## config.mk

```make
export PLATFORM = sky130hd
export DESIGN_NAME = trig_wb_ctrl_regs
export DESIGN_NICKNAME = d
export VERILOG_FILES = /design/src/rtl/trig_wb_ctrl_regs.sv
export SDC_FILE = /design/constraint.sdc
export NUM_CORES = 1
export LEC_CHECK = 0
export CORE_MARGIN = 2
export CORE_UTILIZATION = 35
export CTS_CLUSTER_DIAMETER = 200
export DETAILED_ROUTE_END_ITERATION = 7
export HOLD_SLACK_MARGIN = 0.06
export PLACE_DENSITY = 0.6
export SLEW_MARGIN = 40
export SYNTH_ARGS = -nofsm -noshare
export SYNTH_HDL_FRONTEND = slang
export SYNTH_SLANG_ARGS = --single-unit
export TNS_END_PERCENT = 30
```

## constraint.sdc

```tcl
create_clock -name wb_clk_i -period 9 [get_ports wb_clk_i]
set_input_delay 1.8 -clock wb_clk_i [delete_from_list [all_inputs] [get_ports wb_clk_i]]
set_output_delay 1.8 -clock wb_clk_i [all_outputs]
set_load 0.01 [all_outputs]
```

## src/rtl/trig_wb_ctrl_regs.sv

```systemverilog
// Wishbone responder for the trigger-path control registers: run control,
// trigger mask, readout offset, trigger latency and a software-trigger queue.
// Everything lives in the WB clock domain.
module trig_wb_ctrl_regs #(
  parameter int unsigned LATENCY_DEFAULT = 200,
  parameter logic [27:0] MASK_DEFAULT    = 28'hFFFFFFF,
  parameter int unsigned SOFT_DEPTH_LOG2 = 3
) (
  input  logic        wb_clk_i,
  input  logic        wb_rst_i,
  input  logic        wb_cyc_i,
  input  logic        wb_stb_i,
  input  logic        wb_we_i,
  input  logic [3:0]  wb_sel_i,
  input  logic [13:0] wb_adr_i,
  input  logic [31:0] wb_dat_i,
  output logic        wb_ack_o,
  output logic [31:0] wb_dat_o,
  output logic        run_enable_o,
  output logic        run_reset_o,
  output logic        run_stop_o,
  output logic [27:0] trigmask_o,
  output logic        trigmask_update_o,
  output logic [15:0] trig_offset_o,
  output logic [15:0] trig_latency_o,
  output logic        soft_trig_req_o,
  input  logic        soft_trig_ack_i
);

  localparam int unsigned   CW   = SOFT_DEPTH_LOG2 + 1;
  localparam logic [CW-1:0] FULL = CW'(2 ** SOFT_DEPTH_LOG2);

  localparam logic [11:0] A_RUNCTRL  = 12'h000;
  localparam logic [11:0] A_TRIGMASK = 12'h040;
  localparam logic [11:0] A_LATENCY  = 12'h041;
  localparam logic [11:0] A_OFFSET   = 12'h042;
  localparam logic [11:0] A_SOFTTRIG = 12'h044;
  localparam logic [11:0] A_SOFTSTAT = 12'h045;

  logic          r_ack;
  logic [31:0]   r_dat;
  logic          r_run_enable;
  logic          r_run_reset;
  logic          r_run_stop;
  logic [27:0]   r_trigmask;
  logic          r_tm_pend;
  logic          r_tm_update;
  logic [15:0]   r_offset;
  logic [15:0]   r_latency;
  logic [CW-1:0] r_count;
  logic [15:0]   r_dropped;
  logic          r_req;

  logic          w_acc;
  logic          w_wr;
  logic          w_rd;
  logic [11:0]   w_word;
  logic          w_enq;
  logic          w_deq;
  logic          w_drop;
  logic [CW-1:0] w_count_next;
  logic [15:0]   w_count16;
  logic [31:0]   w_rdata;
  logic          w_unused_bits;

  // A new access is one that has not yet been acked; state commits on the
  // same edge that raises ack, so the read mux still sees pre-update values.
  assign w_acc  = wb_cyc_i & wb_stb_i & ~r_ack;
  assign w_wr   = w_acc & wb_we_i;
  assign w_rd   = w_acc & ~wb_we_i;
  assign w_word = wb_adr_i[13:2];
  assign w_enq  = w_wr & (w_word == A_SOFTTRIG) & wb_sel_i[0] & wb_dat_i[0];
  assign w_deq  = soft_trig_ack_i & (r_count != '0);

  assign w_unused_bits = ^{wb_adr_i[1:0], wb_dat_i[31:28]};

  // Soft-trigger queue next count; enqueue+dequeue together is a no-op even when full.
  always_comb begin
    w_count_next = r_count;
    w_drop       = 1'b0;
    if (w_enq && !w_deq) begin
      if (r_count == FULL) w_drop = 1'b1;
      else                 w_count_next = r_count + 1'b1;
    end else if (!w_enq && w_deq) begin
      w_count_next = r_count - 1'b1;
    end
  end

  // Read data mux for the register map.
  always_comb begin
    w_count16           = '0;
    w_count16[CW-1:0]   = r_count;
    w_rdata             = '0;
    case (w_word)
      A_RUNCTRL:  w_rdata = {29'b0, 1'b0, r_run_enable, 1'b0};
      A_TRIGMASK: w_rdata = {4'b0, r_trigmask};
      A_LATENCY:  w_rdata = {16'b0, r_latency};
      A_OFFSET:   w_rdata = {16'b0, r_offset};
      A_SOFTSTAT: w_rdata = {r_dropped, w_count16};
      default:    w_rdata = '0;
    endcase
  end

  // Bus handshake and registered read data (zero whenever ack is low).
  always_ff @(posedge wb_clk_i or posedge wb_rst_i) begin
    if (wb_rst_i) begin
      r_ack <= 1'b0;
      r_dat <= '0;
    end else begin
      r_ack <= w_acc;
      r_dat <= w_rd ? w_rdata : '0;
    end
  end

  // Run control level and single-cycle run pulses.
  always_ff @(posedge wb_clk_i or posedge wb_rst_i) begin
    if (wb_rst_i) begin
      r_run_enable <= 1'b0;
      r_run_reset  <= 1'b0;
      r_run_stop   <= 1'b0;
    end else begin
      r_run_reset <= w_wr & (w_word == A_RUNCTRL) & wb_sel_i[0] & wb_dat_i[0];
      r_run_stop  <= w_wr & (w_word == A_RUNCTRL) & wb_sel_i[0] & wb_dat_i[2];
      if (w_wr && (w_word == A_RUNCTRL) && wb_sel_i[0]) r_run_enable <= wb_dat_i[1];
    end
  end

  // Trigger mask with byte enables; update pulse lands the cycle after ack.
  always_ff @(posedge wb_clk_i or posedge wb_rst_i) begin
    if (wb_rst_i) begin
      r_trigmask  <= MASK_DEFAULT;
      r_tm_pend   <= 1'b0;
      r_tm_update <= 1'b0;
    end else begin
      r_tm_pend   <= w_wr & (w_word == A_TRIGMASK) & (|wb_sel_i);
      r_tm_update <= r_tm_pend;
      if (w_wr && (w_word == A_TRIGMASK)) begin
        if (wb_sel_i[0]) r_trigmask[7:0]   <= wb_dat_i[7:0];
        if (wb_sel_i[1]) r_trigmask[15:8]  <= wb_dat_i[15:8];
        if (wb_sel_i[2]) r_trigmask[23:16] <= wb_dat_i[23:16];
        if (wb_sel_i[3]) r_trigmask[27:24] <= wb_dat_i[27:24];
      end
    end
  end

  // Latency and offset registers with byte enables.
  always_ff @(posedge wb_clk_i or posedge wb_rst_i) begin
    if (wb_rst_i) begin
      r_latency <= 16'(LATENCY_DEFAULT);
      r_offset  <= '0;
    end else begin
      if (w_wr && (w_word == A_LATENCY)) begin
        if (wb_sel_i[0]) r_latency[7:0]  <= wb_dat_i[7:0];
        if (wb_sel_i[1]) r_latency[15:8] <= wb_dat_i[15:8];
      end
      if (w_wr && (w_word == A_OFFSET)) begin
        if (wb_sel_i[0]) r_offset[7:0]  <= wb_dat_i[7:0];
        if (wb_sel_i[1]) r_offset[15:8] <= wb_dat_i[15:8];
      end
    end
  end

  // Soft-trigger queue count, request level and saturating drop counter.
  always_ff @(posedge wb_clk_i or posedge wb_rst_i) begin
    if (wb_rst_i) begin
      r_count   <= '0;
      r_req     <= 1'b0;
      r_dropped <= '0;
    end else begin
      r_count <= w_count_next;
      r_req   <= (w_count_next != '0);
      if (w_wr && (w_word == A_SOFTSTAT)) r_dropped <= '0;
      else if (w_drop && (r_dropped != '1)) r_dropped <= r_dropped + 1'b1;
    end
  end

  assign wb_ack_o          = r_ack;
  assign wb_dat_o          = r_dat;
  assign run_enable_o      = r_run_enable;
  assign run_reset_o       = r_run_reset;
  assign run_stop_o        = r_run_stop;
  assign trigmask_o        = r_trigmask;
  assign trigmask_update_o = r_tm_update;
  assign trig_offset_o     = r_offset;
  assign trig_latency_o    = r_latency;
  assign soft_trig_req_o   = r_req;

endmodule

```

== After elaboration in Yosys (flattened, before gate mapping) ==
Cells that the tools add are included.
Operators by class
  reduce and logical (&&, ||, !) cells: 24
  bitwise logic cells: 16
  muxes and demuxes: 9
  equality and inequality tests: 7
  $add $sub $neg: 3
Operator list (number)
  $pmux 32 s5: 1
  $eq 12x7->1 const B: 5
  $mux 16: 2
  $mux 32: 1
  $add 16x1->16 const B: 1
  $ne 16x16->1 const B: 1
  $reduce_and 2->1: 8
  $and 1x1->1: 14
  $logic_not 12->1: 1
  $mux 4: 3
  $logic_and 1x1->1: 9
  $reduce_bool 4->1: 2
  $add 4x1->4 const B: 1
  $eq 4x4->1 const B: 1
  $reduce_or 4->1: 1
  $sub 4x1->4 const B: 1
  $logic_not 1->1: 2
  $mux 1: 2
  $not 1->1: 2
  $reduce_bool 2->1: 1
Word-level totals
  bits in registers: 119
  logic and storage cells: 77
  output and inout bits: 98
  input port bits: 56

== Logic depth before layout (Yosys ltp) ==
Gate-level depths: netlist (run 1).
  depth after elaboration: 11
  gate-level depth with buffers: 10
  gate-level depth less buffers: 8

== Least setup slack after synthesis (run 1) ==
No wires, ideal clock.
  path kind: input-to-reg
  start: input wb_adr_i[5]
  end: register r_req (netlist: soft_trig_req_o)
  setup time: 0.131 ns
  path slack: 5.177 ns
  buffers on the path: 2
  required time: 8.869 ns
  stages: 8
  arrival: 3.692 ns
  path through: or4_4 -> buf_6 -> or3_1 -> buf_6 -> nor3_4 -> a22oi_1 -> xnor2_1 -> or3_1
On the way
  word-level cells in the longest chain between the ends: 9
  elaborated cells between the ends (all ways): 10
  those cells by class: eq/ne (1); mux (2); bitwise (3); reduce/logical (4)
Ends and longest elaborated chain
  from (decl): line 15  | input logic [13:0] wb_adr_i,
  $eq 12x7->1 (*): line 72  | assign w_enq = w_wr & (w_word == A_SOFTTRIG) & wb_sel_i[0] & wb_dat_i[0];
  $and 1x1->1 (*) (3 in series): line 72
  $logic_not 1->1: line 84  | end else if (!w_enq && w_deq) begin
  $logic_and 1x1->1: line 84
  $mux 4: line 84
  $mux 4 (*): line 81  | if (w_enq && !w_deq) begin
  net w_count_next[3]: line 61  | logic [CW-1:0] w_count_next;
  $reduce_bool 4->1 (*): line 171  | r_req <= (w_count_next != '0);
  to (signal assigned): line 171
  to (decl): line 52  | logic r_req;
Mark *: on every way through the listed nets, which the timed path passes. The rest lies on a longest branch.
A chain may end at the register's enable or synchronous reset.

== Final worst setup path (run 1) ==
  start: input wb_adr_i[11]
  end: register r_latency[11] (netlist: trig_latency_o[11])
On the way
  word-level cells in the longest chain between the ends: 3
Ends and longest elaborated chain
  $eq 12x7->1: line 152  | if (w_wr && (w_word == A_LATENCY)) begin
  $logic_and 1x1->1: line 152
  $reduce_and 2->1 (no source line)
  to (signal assigned): line 149  | r_latency <= 16'(LATENCY_DEFAULT);
  to (signal assigned): line 154  | if (wb_sel_i[1]) r_latency[15:8] <= wb_dat_i[15:8];
  to (decl): line 49  | logic [15:0] r_latency;
Every way passes these cells.

==> results.md, run 1 <==
* Final Non-Filler Cells at 773
* Ys flop type: dfrtp_1
* Ranking of synthesized cells by area: dfrtp_1, dfstp_2, mux2_2
* Post_cts resized at 0
* Hold path cells at 0
* Ys Warns at 0
* Starting Density at 35.82%
* RSZ-0062 raised after global routing: no
* DRC viols at 0
* Pin count of the biggest net entering global routing at 68
* Power per Cell Area at 183.8 mW/mm^2
* Power Total at 1.373 mW
* Post-Syn Area at 0.005206 mm^2
* Synthesized net count at 484
* First-pass GRT wire length at 22220 um
* Most area-hungry cell type in the Yosys netlist: dfrtp_1
* Async SR Flop Fraction at 100.0%
* CTS sink cnt at 119
* Tcrit/Tclk final at 48.69%
* Hold WS at 366.4 ps
* Clk slew on worst S/H paths at 50 ps
* Total Nets Final at 635
* ANT nets after route at 0
* Distinct cell type count after synthesis at 48
* First-pass iteration count of the detailed router at 6
* TNS Setup at 0 ps
* Number of cell rows at 44
* Die Width at 126.0 um
* Required time of the worst setup path at 9300 ps
* Root Buffer: clkbuf_16
* Pins over their slew limit at 0
* P_leak at 3.092 nW
* Highest Clock Rate at 228.2 MHz
* CTS Buf Count at 17
* Clk_lat worst skew at 420 ps
* I/O pin count at 154
* Worst Hold Class: flip-flop to flip-flop
* Gate Count Post-Synth at 425
* Sequential area share after synthesis at 57.94%
* WP data arrival at 4680 ps
* Post-route minimum period at 4382 ps
* Total of max-cap violations at 0
* Antenna violations before repair at 0
* Chip height at 126.0 um
* Area grow syn2layout at 43.45%
* Core area at 0.01453 mm^2
* Crit start category: primary input
* Routability cong. at 0.8059
* Avg Vias per Cell at 5.276
* Diode count at 0
* Share of layout cells above drive strength 1 at 24.11%
* CP endpoint kind: flip-flop
* Avg Cell Area, Syn at 12.25 um^2
* Post-synth EDFFs at 0
* CP max FO at 18
* Max Clock Skew at 7.150 ps
* Relative slew margins at 47.04%
* Top cells by count, synth: dfrtp_1, mux2_2, nor2_1, dfstp_2, a22oi_1
* Dpl hpwl at 9393 um
* Die area at 0.01587 mm^2
* GRT Resource Usage Total at 18.07%
* Top cell type's share of synthesized area at 42.30%
* Hold buffers post-CTS at 0
* Total number of vias at 4078
* Final setup fails at 0
* Maximum vdd drop at 0.1769 mV
* CTS tree: yes
* #FFs+latches synth at 119
* Setup Buffers After CTS at 0
* Dpl ws at 3679 ps
* Total grt overflow at 0
* Tightest Pin Transition at 792.5 ps
* Max Root-Sink Buffers at 2
* WS Path Type: primary input to flip-flop
* Most frequent cell after synthesis: dfrtp_1
* Placed Cells at 741
* Run status: complete, no violations
* H-tree levels at 4
* Wire per inst at 17.98 um
* Final Hold Viols at 0
* Vias in the first global route at 4152
* DRT Wirelength at 13900 um
* Initial drt markers at 198
* PnR worst setup slack at 4618 ps
* Reg2Reg Depth at 8
* Port Buf Inserts at 147
-- flip-flops by register name, indices dropped and copies added, names as in the netlist --
signal / cells
r_count: 4
soft_trig_req_o: 1
wb_ack_o: 1
trig_offset_o: 16
run_reset_o: 1
r_dropped: 16
run_stop_o: 1
r_tm_pend: 1
trig_latency_o: 16
run_enable_o: 1
trigmask_o: 28
wb_dat_o: 32
trigmask_update_o: 1
-- layout make-up --
type | count | area (um^2)
inverter | 10 | 40.04
timing repair buffer | 151 | 1505
clock inverter | 9 | 123.9
multi-input combinational | 277 | 2074
tap | 184 | 230.2
sequential | 119 | 3017
clock buffer | 23 | 478.0
fill | 1297 | 7066
-- where the power goes --
part,switching (mW),internal [mW],leakage [nW]
Sequential,0.0223,0.548,1.53
Combinational,0.0579,0.0561,1.26
Clock,0.234,0.455,0.301
-- routing by layer --
metal | part of all wire (%) | vias up | wire length, um | track usage, %
met4 | 1.9 | 0 | 258 | 7.563
met2 | 49 | 134 | 6837 | 28.34
met1 | 42 | 2063 | 5834 | 22.99
met5 | 0 | - | 0 | 0
li1 | - | 1862 | - | -
met3 | 7.0 | 19 | 971 | 6.075
-- final timing paths --
| kind | startpoint | to | slack (ps) |
|---|---|---|---|
| worst max register to register | r_count[0] | soft_trig_req_o | 6530 |
| worst max-delay path | wb_adr_i[11] | trig_latency_o[11] | 4620 |
| max in group asynchronous | wb_rst_i | trig_offset_o[15] | 6110 |
| worst min register to register | r_tm_pend | trigmask_update_o | 370 |
| worst min-delay path | r_tm_pend | trigmask_update_o | 370 |
| min in group asynchronous | wb_rst_i | wb_dat_o[21] | 1830 |
-- metrics by stage --
step,cell area (um^2),utilization (%)
6_report,7468,51.39
3_3_place_gp,6844,47.09
4_1_cts,7452,51.27
5_1_grt,7468,51.39
2_1_floorplan,5206,-
3_5_place_dp,6850,47.13
-- cells in the final DEF (no fill, tap or decap), types with 3 or more instances in the layout --
master / synthesis / layout
clkdlybuf4s50_1: 0 / 147
dfrtp_1: 88 / 88
mux2_2: 61 / 61
nor2_1: 47 / 47
dfstp_2: 31 / 31
a22oi_1: 20 / 20
nand2_1: 18 / 18
clkbuf_16: 0 / 17
nand3_1: 14 / 14
a21oi_1: 11 / 11
xnor2_1: 11 / 11
a222oi_1: 11 / 11
inv_1: 10 / 9
nand4_1: 8 / 8
and3_1: 8 / 8
nor3_1: 8 / 8
and4_1: 6 / 6
clkinv_2: 0 / 5
or3_1: 4 / 4
o21ai_0: 4 / 4
nor2_2: 4 / 4
nor3_4: 2 / 3
o31ai_1: 3 / 3
xor2_1: 3 / 3
nor4_1: 4 / 3
ha_1: 3 / 3
clkbuf_8: 0 / 3
bufinv_16: 0 / 3
clkbuf_1: 6 / 3
buf_4: 1 / 3
-- critical path: stages --
cell	delay [ps]
clkdlybuf4s50_1	390
or4_4	590
nor3_4	320
and4b_2	590
nor2b_2	570
mux2_2	400
-- cells by family (layout without fill, tap and decap cells) --
| logic type | Yosys count | after routing | synth area share (%) |
|---|---|---|---|
| AO/OA/AOI/OAI | 59 | 59 | 8.411 |
| XOR/XNOR | 14 | 14 | 2.355 |
| adder cells (fa/ha/maj) | 3 | 3 | 0.7211 |
| buffers and inverters | 29 | 193 | 2.692 |
| flip-flops | 119 | 119 | 57.94 |
| multiplexers | 62 | 62 | 13.39 |
| AND/OR/NAND/NOR | 139 | 139 | 14.49 |
Note: power is estimated with default switching activity, not from simulation.
==> run 2, diff against run 1 <==
==> constraint.sdc (replaced) <==
create_clock -name wb_clk_i -period 4.2 [get_ports wb_clk_i]
set_input_delay 0.84 -clock wb_clk_i [delete_from_list [all_inputs] [get_ports wb_clk_i]]
set_output_delay 0.84 -clock wb_clk_i [all_outputs]
set_load 0.01 [all_outputs]
==> run 2 against run 1 <==
Effect of this change:
- cell count increased by 0.91%
- hold slack got worse by 24 ps
- critical path type unchanged
- count of clock-buffer cells in the layout decreased by 1
- highest routed layer unchanged
- critical path depth increased by 1
==> results.md, run 2 (same netlist as run 1, synthesis figures left out) <==
* Met2 WL post-DR at 6848 um
* DRC viols at 0
* Reg2Reg Depth at 8
* I/O pin count at 154
* Required time of the worst setup path at 4480 ps
* Pin count of the biggest net entering global routing at 64
* Worst Hold Class: flip-flop to flip-flop
* CTS tree: yes
* Post_cts resized at 0
* Avg Vias per Cell at 5.118
* Total number of vias at 3992
* Max Clock Skew at 8.156 ps
* Run status: complete, no violations
* Root Buffer: clkbuf_16
* WP data arrival at 3310 ps
* CP max FO at 8
* DRT Wirelength at 13990 um
* Antenna violations before repair at 0
* Finished Cell Area at 0.007488 mm^2
* RSZ-0062 raised after global routing: no
* Share of layout cells above drive strength 1 at 24.33%
* Hold buffers post-CTS at 0
* Chip height at 126.0 um
* Total grt overflow at 0
* RR Startpoint: r_count[0]
* Cell Int Power at 2.176 mW
* Core area at 0.01453 mm^2
* Total of max-cap violations at 0
* Most frequent cells in the layout: clkdlybuf4s50_1, dfrtp_1, mux2_2, nor2_1, dfstp_2
* Min-delay src: r_tm_pend
* Starting Density at 35.82%
* Comb pwr share at 8.5%
* Sequential Power Share at 43.1%
* Post-route minimum period at 3023 ps
* Met3 wire len at 986 um
* FF-to-FF End: r_dropped[15]
* ANT nets after route at 0
* Hold path cells at 0
* Tightest Pin Transition at 715.5 ps
* CTS Buf Count at 17
* Final Hold Viols at 0
* Setup Buffers After CTS at 0
* First-pass iteration count of the detailed router at 4
* CTS sink cnt at 119
* Sw Share at 23.19%
* Maximum vdd drop at 0.2521 mV
* GRT Resource Usage Total at 18.34%
* Power per Cell Area at 378.3 mW/mm^2
* R2R Setup Slk at 1790 ps
* Top sig layer: met4
* Die Width at 126.0 um
* Area grow syn2layout at 43.84%
* Number of cell rows at 44
* Die area at 0.01587 mm^2
* Most common cell after layout, fill and taps aside: clkdlybuf4s50_1
* Tcrit/Tclk final at 71.97%
* Total Nets Final at 642
* P_leak at 3.100 nW
* WS Path Type: primary input to flip-flop
* Hold Path Sink: trigmask_update_o
* Max reg flops at 32
* TNS Setup at 0 ps
* Clk slew on worst S/H paths at 50 ps
* First-pass GRT wire length at 22620 um
* Clk_lat worst skew at 410 ps
* Port Buf Inserts at 147
* Wire per inst at 17.93 um
* Highest Clock Rate at 330.8 MHz
* Initial drt markers at 244
* Crit start category: primary input
* CP endpoint kind: flip-flop
* Pins over their slew limit at 0
* Dpl hpwl at 9707 um
* Sw power at 0.6570 mW
* WL met1 at 5993 um
* Max Root-Sink Buffers at 2
* Relative slew margins at 52.30%
* Diode count at 0
* Vias in the first global route at 4277
* Final setup fails at 0
* Area after DPL at 0.006928 mm^2
* Routability cong. at 0.8022
* Clock power frac at 48.4%
* H-tree levels at 4
run 2: cell count changes in the layout (fill, tap and decap cells not counted), moves of 2 or more:
cell / delta
nor2b_2: -2
buf_4: +6
buf_12: +2
nor2b_1: +2
clkbuf_8: -2
run 2: layer usage:
layer	GRT usage, %	vias up
li1	-	1881
met1	23.06	1978
met2	28.62	121
met3	7.137	12
met4	7.111	0
met5	0	-
run 2: stage by stage:
stage          hold slack, ps  util (%)  power, mW  worst slack [ps]  std cells
5_1_grt                 365.3     51.52      2.958              1063        780
4_1_cts                 341.8     51.52      2.871              1182        780
2_1_floorplan           331.2         -      1.371             253.8        425
6_report                342.9     51.52      2.833              1177        780
3_5_place_dp            334.7     47.67      1.483             735.4        748
3_3_place_gp            343.4     47.62      1.470             769.3        748
run 2: how the worst max path moves through the flow:
stage / start / endpoint / slack [ps] / cells past startpoint
floorplan: wb_rst_i / r_count[0] / 250 / 1
global placement: wb_adr_i[11] / soft_trig_req_o / 770 / 7
detailed placement: wb_adr_i[11] / soft_trig_req_o / 740 / 7
CTS: wb_adr_i[11] / soft_trig_req_o / 1180 / 7
global route: wb_adr_i[11] / wb_dat_o[21] / 1060 / 7
finish: wb_adr_i[11] / soft_trig_req_o / 1180 / 7
run 2: area by class of cell:
cell class | instances | area, um^2
fill | 1284 | 7046
sequential | 119 | 3017
multi-input combinational | 277 | 2062
timing repair buffer | 158 | 1579
clock buffer | 22 | 454.2
tap | 184 | 230.2
clock inverter | 10 | 106.4
inverter | 10 | 40.04
run 2: power by group through the flow:
stage / Sequential (mW) / Combinational [mW] / Clock [mW]
after floorplan: 1.21 / 0.157 / 0
after global placement: 1.24 / 0.233 / 0
after detailed placement: 1.24 / 0.243 / 0
after CTS: 1.22 / 0.243 / 1.41
after global routing: 1.23 / 0.267 / 1.46
final: 1.22 / 0.240 / 1.37
run 2: worst max-delay path, cell delays in order:
cell,delay [ps]
clkdlybuf4s50_1,400
or4_4,590
or3_1,560
nor3_4,300
a22oi_1,120
xnor2_1,150
or3_1,350
==> run 3, diff against run 2 <==
==> constraint.sdc (replaced) <==
create_clock -name wb_clk_i -period 3.1 [get_ports wb_clk_i]
set_input_delay 0.62 -clock wb_clk_i [delete_from_list [all_inputs] [get_ports wb_clk_i]]
set_output_delay 0.62 -clock wb_clk_i [all_outputs]
set_load 0.01 [all_outputs]
==> run 3 against run 2 <==
Effect of this change:
- setup slack worse by 730 ps
- die area unchanged
- cell area is 2.0% higher
- wire length is 1.8% higher
- register-to-register slack lost 1100 ps
- critical path depth down 1
- sequential power up 35%
- global-route usage hardly changed
- clock power rose by 46%
- largest power group unchanged
- highest routed layer unchanged
==> results.md, run 3 (same netlist as run 1, synthesis figures left out) <==
* GRT Resource Usage Total at 18.37%
* Finished Cell Area at 0.007639 mm^2
* CTS tree: yes
* Final Hold Viols at 0
* Share of layout cells above drive strength 1 at 26.02%
* Dpl ws at 20.06 ps
* Initial drt markers at 264
* Post_cts resized at 0
* Cell Int Power at 3.082 mW
* DRC viols at 0
* Area after DPL at 0.007036 mm^2
* Die Width at 126.0 um
* Power per Cell Area at 521.0 mW/mm^2
* Run status: complete, no violations
* Clock power frac at 50.2%
* Total number of vias at 4124
* Post-route minimum period at 2657 ps
* WP data arrival at 2950 ps
* Most common cell after layout, fill and taps aside: clkdlybuf4s50_1
* Pin count of the biggest net entering global routing at 120
* Avg Vias per Cell at 5.187
* Sequential Power Share at 41.5%
* CP peak stage delay at 590 ps
* Dpl hpwl at 9585 um
* CP max FO at 5
* Setup Buffers After CTS at 0
* Layout Utilization at 52.56%
* Antenna violations before repair at 0
* Number of cell rows at 44
* Worst path top cell family by delay: simple AND/OR/NAND/NOR gates
* Starting Density at 35.82%
* Highest Clock Rate at 376.4 MHz
* Hold buffers post-CTS at 0
* Port Buf Inserts at 147
* TNS Setup at 0 ps
* RSZ-0062 raised after global routing: no
* Max Clock Skew at 6.395 ps
* Vias in the first global route at 4328
* Clk slew on worst S/H paths at 50 ps
* Wire per inst at 17.91 um
* Tcrit/Tclk final at 85.71%
* First-pass GRT wire length at 22810 um
* Chip height at 126.0 um
* Diode count at 0
* ANT nets after route at 0
* Total of max-cap violations at 0
* Critical Path Slowest Stage Cell: or4_4
* GR peak layer: met2
* Area grow syn2layout at 46.72%
* H-tree levels at 4
* Sw power at 0.8981 mW
* Worst Hold Class: flip-flop to flip-flop
* Die area at 0.01587 mm^2
* Tightest Pin Transition at 726.2 ps
* Required time of the worst setup path at 3390 ps
* P_leak at 3.186 nW
* First-pass iteration count of the detailed router at 5
* Met1 usage at 22.99%
* Pins over their slew limit at 0
* Met2 Use GR at 29.51%
* Sum of buffers and inverters on the critical path at 2
* WS Path Type: primary input to flip-flop
* Root Buffer: clkbuf_16
* Core area at 0.01453 mm^2
* I/O pin count at 154
* Comb pwr share at 8.3%
* Total grt overflow at 0
* Total Nets Final at 657
* CTS Buf Count at 17
* Worst path cell trace: clkdlybuf4s50_1 > or4_4 > or3_1 > buf_4 > nor3b_1 > mux2_2
* Max reg flops at 32
* CTS sink cnt at 119
* Sw Share at 22.56%
* Crit start category: primary input
* Most frequent cells in the layout: clkdlybuf4s50_1, dfrtp_1, mux2_2, nor2_1, dfstp_2
* Max Root-Sink Buffers at 2
* PnR worst setup slack at 443.0 ps
* Maximum vdd drop at 0.3714 mV
* DRT Wirelength at 14240 um
* Routability cong. at 0.8010
* CP endpoint kind: flip-flop
* Relative slew margins at 51.59%
* Clk_lat worst skew at 410 ps
* GR Layer Usage met3 at 6.924%
* Final setup fails at 0
-- run 3: layout make-up --
class	count	area, um^2
clock buffer	24	481.7
fill	1274	6895
sequential	119	3017
inverter	10	41.29
multi-input combinational	277	2056
clock inverter	8	121.4
timing repair buffer	173	1692
tap	184	230.2
-- run 3: layer usage --
metal / vias to the layer above / wire length [um]
li1: 1916 / -
met1: 2062 / 6187
met2: 132 / 6859
met3: 14 / 1009
met4: 0 / 185
met5: - / 0
-- run 3: power by group through the flow --
stage	Combinational, mW	Clock, mW	Sequential (mW)
finish	0.329	2.00	1.65
floorplan	0.213	0	1.65
CTS	0.333	2.04	1.65
detailed placement	0.332	0	1.68
global placement	0.320	0	1.68
global route	0.367	2.11	1.66
-- run 3: through the flow --
stage	hold slack (ps)	std cells	total power, mW
after floorplan	331.2	425	1.858
after global placement	338.9	763	1.997
after detailed placement	339.3	763	2.009
after CTS	351.2	795	4.024
after global routing	350.4	795	4.141
final	347.1	795	3.980
-- run 3: final timing paths --
path / depth (start not counted) / slack (ps) / from / endpoint
setup / recovery: 6 / 440 / wb_adr_i[11] / run_enable_o
hold / removal: 0 / 350 / r_tm_pend / trigmask_update_o
setup reg to reg: 8 / 680 / r_count[0] / soft_trig_req_o
hold reg to reg: 0 / 350 / r_tm_pend / trigmask_update_o
max in group asynchronous: 3 / 1810 / wb_rst_i / r_count[1]
min in group asynchronous: 3 / 690 / wb_rst_i / soft_trig_req_o
-- run 3: worst reg2reg max path: cells and delay by family, from the launching register on --
kind,cells,cell delay (ps)
AND/OR/NAND/NOR,1,350
XOR/XNOR,1,160
adder cells (fa/ha/maj),1,280
flip-flops,1,510
AO/OA/AOI/OAI,3,790
buffers and inverters,2,210
